File: src/rtl/alu_fn_exec_if.sv
// alu_fn_exec_if: request/response bundle for the alu_fn_exec execute unit.
//   master: drives in_valid, alu_fn, op_a, op_b, out_ready; observes in_ready and the result side.
//   slave : the execute unit; drives in_ready, out_valid, result, zero, illegal.
interface alu_fn_exec_if #(
  parameter int unsigned Width = 32
);
  logic             in_valid;
  logic             in_ready;
  logic [5:0]       alu_fn;
  logic [Width-1:0] op_a;
  logic [Width-1:0] op_b;
  logic             out_valid;
  logic             out_ready;
  logic [Width-1:0] result;
  logic             zero;
  logic             illegal;

  modport master (
    output in_valid, alu_fn, op_a, op_b, out_ready,
    input  in_ready, out_valid, result, zero, illegal
  );

  modport slave (
    input  in_valid, alu_fn, op_a, op_b, out_ready,
    output in_ready, out_valid, result, zero, illegal
  );
endinterface

File: src/rtl/alu_fn_exec.sv
// alu_fn_exec: multi-cycle EX-stage execute unit driven by the 6-bit ALUFn code.
//   clk_i   : rising-edge clock
//   reset_i : synchronous, active-high reset
//   bus_io  : alu_fn_exec_if.slave -- valid/ready request (alu_fn, op_a, op_b) and
//             valid/ready response (result, zero, illegal)
// Single-cycle ops finish one cycle after accept; shifts iterate one bit per cycle.
// Optional feature macro: ALU_FN_EXEC_MUL_EN enables a 32-cycle shift-add multiply
// (code 001100); without it that code is reported as illegal.
module alu_fn_exec (
  input logic           clk_i,
  input logic           reset_i,
  alu_fn_exec_if.slave  bus_io
);
  localparam int unsigned Width = 32;

  localparam logic [5:0] FnAdd = 6'b000000;
  localparam logic [5:0] FnSub = 6'b000001;
  localparam logic [5:0] FnAnd = 6'b000010;
  localparam logic [5:0] FnOr  = 6'b000100;
  localparam logic [5:0] FnXor = 6'b000110;
  localparam logic [5:0] FnSlt = 6'b001011;
  localparam logic [5:0] FnSll = 6'b001000;
  localparam logic [5:0] FnSrl = 6'b001001;
  localparam logic [5:0] FnSra = 6'b001010;
`ifdef ALU_FN_EXEC_MUL_EN
  localparam logic [5:0] FnMul = 6'b001100;
`endif

  typedef enum logic [1:0] {
    StIdle,
    StShift,
    StDone
`ifdef ALU_FN_EXEC_MUL_EN
    , StMul
`endif
  } state_e;

  state_e           state_q, state_d;
  logic [5:0]       fn_q, fn_d;
  logic [Width-1:0] sh_q, sh_d;     // shift register; product accumulator in StMul
  logic [5:0]       cnt_q, cnt_d;   // remaining iterations
  logic [Width-1:0] result_q, result_d;
  logic             zero_q, zero_d;
  logic             illegal_q, illegal_d;
  logic [Width-1:0] sh_next;
`ifdef ALU_FN_EXEC_MUL_EN
  logic [Width-1:0] mcand_q, mcand_d;
  logic [Width-1:0] mplier_q, mplier_d;
`endif

  always_comb begin
    state_d   = state_q;
    fn_d      = fn_q;
    sh_d      = sh_q;
    cnt_d     = cnt_q;
    result_d  = result_q;
    illegal_d = illegal_q;
    sh_next   = sh_q;
`ifdef ALU_FN_EXEC_MUL_EN
    mcand_d   = mcand_q;
    mplier_d  = mplier_q;
`endif
    unique case (state_q)
      StIdle: begin
        if (bus_io.in_valid) begin
          fn_d      = bus_io.alu_fn;
          illegal_d = 1'b0;
          state_d   = StDone;
          unique case (bus_io.alu_fn)
            FnAdd: result_d = bus_io.op_a + bus_io.op_b;
            FnSub: result_d = bus_io.op_a - bus_io.op_b;
            FnAnd: result_d = bus_io.op_a & bus_io.op_b;
            FnOr:  result_d = bus_io.op_a | bus_io.op_b;
            FnXor: result_d = bus_io.op_a ^ bus_io.op_b;
            FnSlt: result_d = ($signed(bus_io.op_a) < $signed(bus_io.op_b)) ? 32'd1 : 32'd0;
            FnSll, FnSrl, FnSra: begin
              sh_d  = bus_io.op_a;
              cnt_d = {1'b0, bus_io.op_b[4:0]};
              if (bus_io.op_b[4:0] != 5'd0) begin
                state_d = StShift;
              end else begin
                result_d = bus_io.op_a;
              end
            end
`ifdef ALU_FN_EXEC_MUL_EN
            FnMul: begin
              sh_d     = '0;
              mcand_d  = bus_io.op_a;
              mplier_d = bus_io.op_b;
              cnt_d    = 6'd32;
              state_d  = StMul;
            end
`endif
            default: begin
              result_d  = '0;
              illegal_d = 1'b1;
            end
          endcase
        end
      end
      StShift: begin
        unique case (fn_q)
          FnSrl:   sh_next = sh_q >> 1;
          FnSra:   sh_next = $signed(sh_q) >>> 1;
          default: sh_next = sh_q << 1;
        endcase
        sh_d  = sh_next;
        cnt_d = cnt_q - 6'd1;
        if (cnt_q == 6'd1) begin
          result_d = sh_next;
          state_d  = StDone;
        end
      end
`ifdef ALU_FN_EXEC_MUL_EN
      StMul: begin
        sh_next  = mplier_q[0] ? (sh_q + mcand_q) : sh_q;
        sh_d     = sh_next;
        mcand_d  = mcand_q << 1;
        mplier_d = mplier_q >> 1;
        cnt_d    = cnt_q - 6'd1;
        if (cnt_q == 6'd1) begin
          result_d = sh_next;
          state_d  = StDone;
        end
      end
`endif
      StDone: begin
        if (bus_io.out_ready) begin
          state_d = StIdle;
        end
      end
      default: state_d = StIdle;
    endcase
    // result only changes on entry to StDone, so zero tracks it without extra gating
    zero_d = (result_d == '0);
  end

  always_ff @(posedge clk_i) begin
    if (reset_i) begin
      state_q   <= StIdle;
      fn_q      <= '0;
      sh_q      <= '0;
      cnt_q     <= '0;
      result_q  <= '0;
      zero_q    <= 1'b1;
      illegal_q <= 1'b0;
`ifdef ALU_FN_EXEC_MUL_EN
      mcand_q   <= '0;
      mplier_q  <= '0;
`endif
    end else begin
      state_q   <= state_d;
      fn_q      <= fn_d;
      sh_q      <= sh_d;
      cnt_q     <= cnt_d;
      result_q  <= result_d;
      zero_q    <= zero_d;
      illegal_q <= illegal_d;
`ifdef ALU_FN_EXEC_MUL_EN
      mcand_q   <= mcand_d;
      mplier_q  <= mplier_d;
`endif
    end
  end

  assign bus_io.in_ready  = (state_q == StIdle);
  assign bus_io.out_valid = (state_q == StDone);
  assign bus_io.result    = result_q;
  assign bus_io.zero      = zero_q;
  assign bus_io.illegal   = illegal_q;

endmodule
File: src/flat_wrapper.sv
// flat-port wrapper written by rule: the top's interface ports become plain ports
module alu_fn_exec_flat 
  (clk_i, reset_i, bus_io_in_valid, bus_io_alu_fn, bus_io_op_a, bus_io_op_b, bus_io_out_ready, bus_io_in_ready, bus_io_out_valid, bus_io_result, bus_io_zero, bus_io_illegal);
  alu_fn_exec_if bus_io_i ();
  input logic clk_i;
  input logic reset_i;
  input wire logic [$bits(bus_io_i.in_valid)-1:0] bus_io_in_valid;
  input wire logic [$bits(bus_io_i.alu_fn)-1:0] bus_io_alu_fn;
  input wire logic [$bits(bus_io_i.op_a)-1:0] bus_io_op_a;
  input wire logic [$bits(bus_io_i.op_b)-1:0] bus_io_op_b;
  input wire logic [$bits(bus_io_i.out_ready)-1:0] bus_io_out_ready;
  output wire logic [$bits(bus_io_i.in_ready)-1:0] bus_io_in_ready;
  output wire logic [$bits(bus_io_i.out_valid)-1:0] bus_io_out_valid;
  output wire logic [$bits(bus_io_i.result)-1:0] bus_io_result;
  output wire logic [$bits(bus_io_i.zero)-1:0] bus_io_zero;
  output wire logic [$bits(bus_io_i.illegal)-1:0] bus_io_illegal;
  assign bus_io_i.in_valid = bus_io_in_valid;
  assign bus_io_i.alu_fn = bus_io_alu_fn;
  assign bus_io_i.op_a = bus_io_op_a;
  assign bus_io_i.op_b = bus_io_op_b;
  assign bus_io_i.out_ready = bus_io_out_ready;
  assign bus_io_in_ready = bus_io_i.in_ready;
  assign bus_io_out_valid = bus_io_i.out_valid;
  assign bus_io_result = bus_io_i.result;
  assign bus_io_zero = bus_io_i.zero;
  assign bus_io_illegal = bus_io_i.illegal;
  alu_fn_exec u_core (.clk_i(clk_i), .reset_i(reset_i), .bus_io(bus_io_i));
endmodule
File: config.mk
export PLATFORM = sky130hd
export DESIGN_NAME = alu_fn_exec_flat
export DESIGN_NICKNAME = d
export VERILOG_FILES = /design/src/rtl/alu_fn_exec_if.sv /design/src/rtl/alu_fn_exec.sv /design/src/flat_wrapper.sv
export SDC_FILE = /design/constraint.sdc
export NUM_CORES = 1
export LEC_CHECK = 0
export CORE_MARGIN = 3
export CORE_UTILIZATION = 64
export DETAILED_ROUTE_END_ITERATION = 7
export PLACE_DENSITY = 0.95
export SLEW_MARGIN = 20
export SYNTH_ARGS = -nofsm -noshare
export SYNTH_HDL_FRONTEND = slang
export SYNTH_SLANG_ARGS = --single-unit
File: constraint.sdc
create_clock -name clk_i -period 7.5 [get_ports clk_i]
set_clock_uncertainty 0.2 [all_clocks]
set_input_delay 1.5 -clock clk_i [delete_from_list [all_inputs] [get_ports clk_i]]
set_output_delay 1.5 -clock clk_i [all_outputs]
set_load 0.01 [all_outputs]
### Yosys cells after proc, flatten, opt, wreduce, memory -nomap -nowiden

Cells that the tools add are included.

| operators by class | value |
|---|---|
| multiplexer cells | 20 |
| reductions and logical operators | 10 |
| $lt $le $gt $ge | 1 |
| eq/ne operators | 17 |
| bitwise gates (word level) | 3 |
| $add $sub $neg | 3 |

Operator list:

| cell | count |
|---|---|
| case mux 32 bit (7 select lines) | 1 |
| case mux 32 bit (2 select lines) | 3 |
| two-way mux 32 bit | 5 |
| equality test 6 x 4 -> 1 bit (second input constant) | 6 |
| adder 32 bit | 1 |
| bitwise AND 32 bit | 1 |
| logical NOT 32 bit | 1 |
| < comparator 32 bit | 1 |
| bitwise OR 32 bit | 1 |
| subtractor 32 bit | 1 |
| bitwise XOR 32 bit | 1 |
| equality test 6 x 1 -> 1 bit (second input constant) | 2 |
| equality test 6 x 3 -> 1 bit (second input constant) | 2 |
| two-way mux 6 bit | 2 |
| case mux 6 bit (2 select lines) | 1 |
| two-way mux 2 bit | 5 |
| OR reduction 9 bit | 1 |
| equality test 6 x 2 -> 1 bit (second input constant) | 1 |
| logical NOT 6 bit | 1 |
| case mux 2 bit (3 select lines) | 1 |
| AND reduction 3 bit | 2 |
| subtractor 6 x 1 -> 6 bit (second input constant) | 1 |
| nonzero test 5 bit | 1 |
| != test 2 x 1 -> 1 bit (second input constant) | 2 |
| other kinds (8) | 10 |

| storage, ports and cells | value |
|---|---|
| flip-flop bits (word level) | 80 |
| word-level logic and storage cells | 61 |
| input port bits | 74 |
| output and inout port bits | 36 |

### Depth between registers and ports, before layout

| depth | value |
|---|---|
| depth after elaboration | 6 |
| depth in mapped cells | 15 |
| depth with buffers taken out | 14 |

### Worst setup path after synthesis

OpenSTA, ideal clock, no wires.

| timing | value |
|---|---|
| kind | input -> register |
| start point | input bus_io_op_b[0] |
| end point | register u_core.zero_q, in the netlist u_core.bus_io.zero |
| buffers on the path | 0 |
| setup slack | 2805 ps |
| arrival | 4427 ps |
| data required time | 7232 ps |
| stages on the path | 13 |
| cell sequence | ha_1 > fa_1 > a211oi_1 > o21ai_2 > a21o_2 > o22a_4 > a21oi_2 > o41ai_2 > xnor2_1 > a211oi_1 > nand3_1 > or4b_4 > o21bai_2 |

| between the ends | value |
|---|---|
| word-level cells in the longest chain between the ends | 6 |

RTL lines:

| item | line | RTL |
|---|---|---|
| from (decl) | flat_wrapper.sv:10 | `input wire logic [$bits(bus_io_i.op_b)-1:0] bus_io_op_b;` |
| < comparator 32 bit or nonzero test 5 bit (tied branches) | alu_fn_exec.sv:75, alu_fn_exec.sv:79 |  |
| two-way mux 1 bit or two-way mux 32 bit (tied branches) | alu_fn_exec.sv:75, alu_fn_exec.sv:79 |  |
| case mux 32 bit (7 select lines) * | alu_fn_exec.sv:69 | `unique case (bus_io.alu_fn)` |
| two-way mux 32 bit * | alu_fn_exec.sv:65 | `if (bus_io.in_valid) begin` |
| case mux 32 bit (2 select lines) * | alu_fn_exec.sv:63 | `unique case (state_q)` |
| logical NOT 32 bit * | alu_fn_exec.sv:135 | `zero_d = (result_d == '0);` |
| to (signal assigned) | alu_fn_exec.sv:157 | `zero_q <= zero_d;` |
| to (decl) | alu_fn_exec.sv:43 | `logic zero_q, zero_d;` |

Mark *: on every way between the ends. The rest lies on a longest branch, timed or not.
A chain may end at the register's enable or synchronous reset.

### Final worst setup path

| timing | value |
|---|---|
| start point | input bus_io_op_a[7] |
| end point | register u_core.zero_q, in the netlist u_core.bus_io.zero |

| between the ends | value |
|---|---|
| word-level cells in the longest chain between the ends | 6 |

RTL lines:

| item | line | RTL |
|---|---|---|
| from (decl) | flat_wrapper.sv:9 | `input wire logic [$bits(bus_io_i.op_a)-1:0] bus_io_op_a;` |
| < comparator 32 bit | alu_fn_exec.sv:75 | `FnSlt: result_d = ($signed(bus_io.op_a) < $signed(bus_io.op_b)) ? 32'd1 : 32'd0;` |
| two-way mux 1 bit | alu_fn_exec.sv:75 |  |
| case mux 32 bit (7 select lines) * | alu_fn_exec.sv:69 |  |
| two-way mux 32 bit * | alu_fn_exec.sv:65 |  |
| case mux 32 bit (2 select lines) * | alu_fn_exec.sv:63 |  |
| logical NOT 32 bit * | alu_fn_exec.sv:135 |  |

Marks and branches as above.

==> flow_summary.toml <==
[clock_network]
clock_sinks = 80
number_of_setup_buffers_added_after_cts = 0
cts_hold_buf = 0
worst_skew_pair.late_latency_ps = 350
cts_buffers = 9
ctsLongestPathBuffers = 2
htreeDepth = 3
clock_tree_from_tritoncts = "built"
cts_root_buf = "sky130_fd_sc_hd__clkbuf_16"
path_clk_slew_ps = 60
cts_resized = 0

[floorplan]
die_h_um = 134.0
num_io_pins = 110
fp-row-count = 46
die_w_um = 134.0
design.die.area_um2 = 17960
core-area_um2 = 15940
initial_core_util = 0.6580

[worst_setup_path]
cp.arrival_ps = 6440
critical_path_buf_inv_count = 2
crit_path_cell_trace = "clkdlybuf4s50_1 -> inv_1 -> ha_1 -> nor4_4 -> o311ai_1 -> a31oi_1 -> o31ai_1 -> a221oi_4 -> a221oi_1 -> a2111oi_0 -> nor4b_1 -> and4_1 -> nand4_1 -> o21bai_2"
ff2ff_setup_slack_ps = 2730
critPathKind = "input port to register"
worst_r2r_dst = "u_core.bus_io.zero$_SDFF_PP1_"
critical_path.slowest_cell = "sky130_fd_sc_hd__a2111oi_0"
endpoint_kind = "register"
worst-endpoint-required_ps = 7580
crit-reg2reg-launch = "u_core.state_q[0]$_SDFFE_PP0P_"
timing.critical_path.max_delay_family = "compound AO/OA/AOI/OAI gates"
crit_path_max_incr_delay_ps = 800
start_kind = "input port"
critPathMaxFanout = 12
worstRegToRegCells = 10

[route]
ant_nets = 0
routed_via_density = 7.355
met3WireLength_um = 5802
route.detailed.drc = 0
met2_wirelength_um = 19310
postRouteWirelength_um = 43710
drt_pass1_iterations = 7
m1WireLength_um = 14980
vias = 12629
drtIter0Drc = 2180
routed_wire_length_per_instance_um = 25.45
top_layer_used = "met4"

[synth]
yosys_warning_total = 0
syn-mean-instance-area_um2 = 7.230
synthDistinctLibCells = 89
mappedNetlistNets = 1642
synth-main-ff-cell = "sky130_fd_sc_hd__dfxtp_1"
synth.cell_area_um2 = 10490
post-synth-top-count-cell = "sky130_fd_sc_hd__nor2_1"
netlist.top_cell.by_area = "sky130_fd_sc_hd__dfxtp_1"
synthAdderAreaFrac = 0.1410
synth_compound_gate_area_share = 0.3170
post_synth_xor_area_fraction = 0.01753
area_fraction_in_and_or_nand_and_nor_cells_after_synthesis = 0.2223
synth.top_cells.by_area = "sky130_fd_sc_hd__dfxtp_1, sky130_fd_sc_hd__ha_1, sky130_fd_sc_hd__a21oi_1"
synthMuxAreaShare = 0.06966
postSynthCellCount = 1451
ys_top_cells_by_count = "sky130_fd_sc_hd__nor2_1, sky130_fd_sc_hd__a21oi_1, sky130_fd_sc_hd__nand2_1, sky130_fd_sc_hd__ha_1, sky130_fd_sc_hd__inv_1"
yosys.area.top_type_share = 0.1527
edff_count_synth = 0
async_sr_flop_fraction = 0
number_of_synthesized_register_bits = 80
synth_top_family_by_area = "compound AO/OA/AOI/OAI gates"
sequential_fraction_of_the_synthesis_area = 0.1527

[min_path]
holdCritPathClass = "register to register"
hold-path-endpoint = "u_core.fn_q[3]$_SDFFE_PP0P_"
whs_path_depth = 2
startpoint_of_the_lowest_slack_hold_path = "u_core.fn_q[3]$_SDFFE_PP0P_"

[layout]
final_nets = 1687
fillCellCount = 1235
fin_area_um2 = 11940
regArea_um2 = 1602
insertedDiodeCount = 0
areaGrowthSynthToFinish_pct = 13.79
final_layout_size_suffix_gt1_frac = 0.06662
multi_input_comb_area_um2 = 8094

[power_and_ir_drop]
peakVddDrop_mv = 0.1451
leakagePower_nw = 4.565
cellPowerDensity_nw_per_um2 = 128.4

[job]
maxCapViolCount = 0

[timing]
report.final.hold_viol_count = 0
pins_over_their_slew_limit = 0
timing.fmax_ghz = 0.1573
finalSetupTns_ps = 0
worst-slew-pin-transition_ps = 1137
unrepaired_setup_endpoints_after_global_routing = "false"
setup_viol = 0
fin_crit_ps = 6358
slew_headroom = 0.2420
layout_setup_ws_ps = 1142
tcrit_tclk_final = 0.8477

[outcome]
status = "finished clean"

[global_route]
vias_in_the_first_global_route = 11922
grt_first_pass_wirelength_um = 66150
gr-total-overflow = 0
grt_start_max_net_pins = 81
antenna_found_initial = 0
global_route.usage.total = 0.4655

[placement]
io_buffer_count = 109
dp_worst_setup_slack_ps = 1056
dp.final_hpwl_um = 32500
globalplace.congestion = 1.114
placedInstanceArea_um2 = 11590
[report_power, final]
part,leakage (nW),internal [W],total [W],switching [W]
Clock,0.164,0.000328,0.000524,0.000196
Combinational,3.75,0.000199,0.000563,0.000364
Sequential,0.647,0.000435,0.000446,0.0000113
Total,4.56,0.000962,0.00153,0.000571
[layer usage]
metal / up-vias / track usage
met1: 5735 / 0.5553
li1: 5450 / -
met3: 295 / 0.1032
met2: 1149 / 0.7524
met4: 0 / 0.3094
met5: - / 0
[through the flow]
step,instances,util,total power (W),hold slack [ps]
after floorplan,1451,-,0.0008044,231.4
after global placement,1701,0.7268,0.0009822,242.9
after detailed placement,1701,0.7271,0.0009869,256.1
after CTS,1717,0.7487,0.001499,263.1
after global routing,1717,0.7487,0.001575,280.5
final,1717,0.7487,0.001533,269.7
[area by class of cell]
| class | count | area share |
|---|---|---|
| clock buffers | 10 | 0.01918 |
| clock inverters | 6 | 0.009644 |
| well taps | 216 | 0.02264 |
| repair buffers | 130 | 0.1042 |
| multi-input cells | 1173 | 0.6781 |
| inverters | 102 | 0.03208 |
| flip-flops and latches | 80 | 0.1342 |
[tightest hold or removal path, delay by kind of cell (launching register included)]
family          cells  cell delay, ps
simple gates        1              60
compound gates      1              50
flops               1             310
[worst max-delay path by stage]
stage                          from                       endpoint  slack [ps]  cells after the start
CTS                  bus_io_op_a[7]  u_core.bus_io.zero$_SDFF_PP1_        1390                     14
floorplan            bus_io_op_b[0]  u_core.bus_io.zero$_SDFF_PP1_        2800                     13
finish               bus_io_op_a[7]  u_core.bus_io.zero$_SDFF_PP1_        1140                     14
global route         bus_io_op_a[7]  u_core.bus_io.zero$_SDFF_PP1_         990                     14
global placement    bus_io_op_a[15]  u_core.bus_io.zero$_SDFF_PP1_        1160                     14
detailed placement   bus_io_op_a[7]  u_core.bus_io.zero$_SDFF_PP1_        1060                     14
[flip-flops by register name, summed over array words and instances, names as in the netlist]
name,count
u_core.bus_io.illegal,1
u_core.bus_io.result,32
u_core.bus_io.zero,1
u_core.cnt_q,6
u_core.fn_q,6
u_core.sh_q,32
u_core.state_q,2
[layout by cell type (no fill, tap or decap), types with 22 or more instances in the layout]
| cell | count |
|---|---|
| sky130_fd_sc_hd__a21oi_1 | 132 |
| sky130_fd_sc_hd__nand3_1 | 41 |
| sky130_fd_sc_hd__nor2_1 | 144 |
| sky130_fd_sc_hd__ha_1 | 115 |
| sky130_fd_sc_hd__a211oi_1 | 34 |
| sky130_fd_sc_hd__nand2_1 | 128 |
| sky130_fd_sc_hd__nor3_1 | 40 |
| sky130_fd_sc_hd__o211ai_1 | 49 |
| sky130_fd_sc_hd__clkdlybuf4s50_1 | 108 |
| sky130_fd_sc_hd__nor2b_1 | 25 |
| sky130_fd_sc_hd__inv_1 | 101 |
| sky130_fd_sc_hd__a221oi_1 | 22 |
| sky130_fd_sc_hd__mux2i_1 | 55 |
| sky130_fd_sc_hd__o21ai_0 | 62 |
| sky130_fd_sc_hd__dfxtp_1 | 80 |
[logic make-up after synthesis]
family / Yosys count
compound gates: 480
xor+xnor: 21
fa+ha+maj: 117
buf+inv: 198
flops: 80
mux: 71
simple gates: 484
Note: power is estimated with default switching activity, not from simulation.
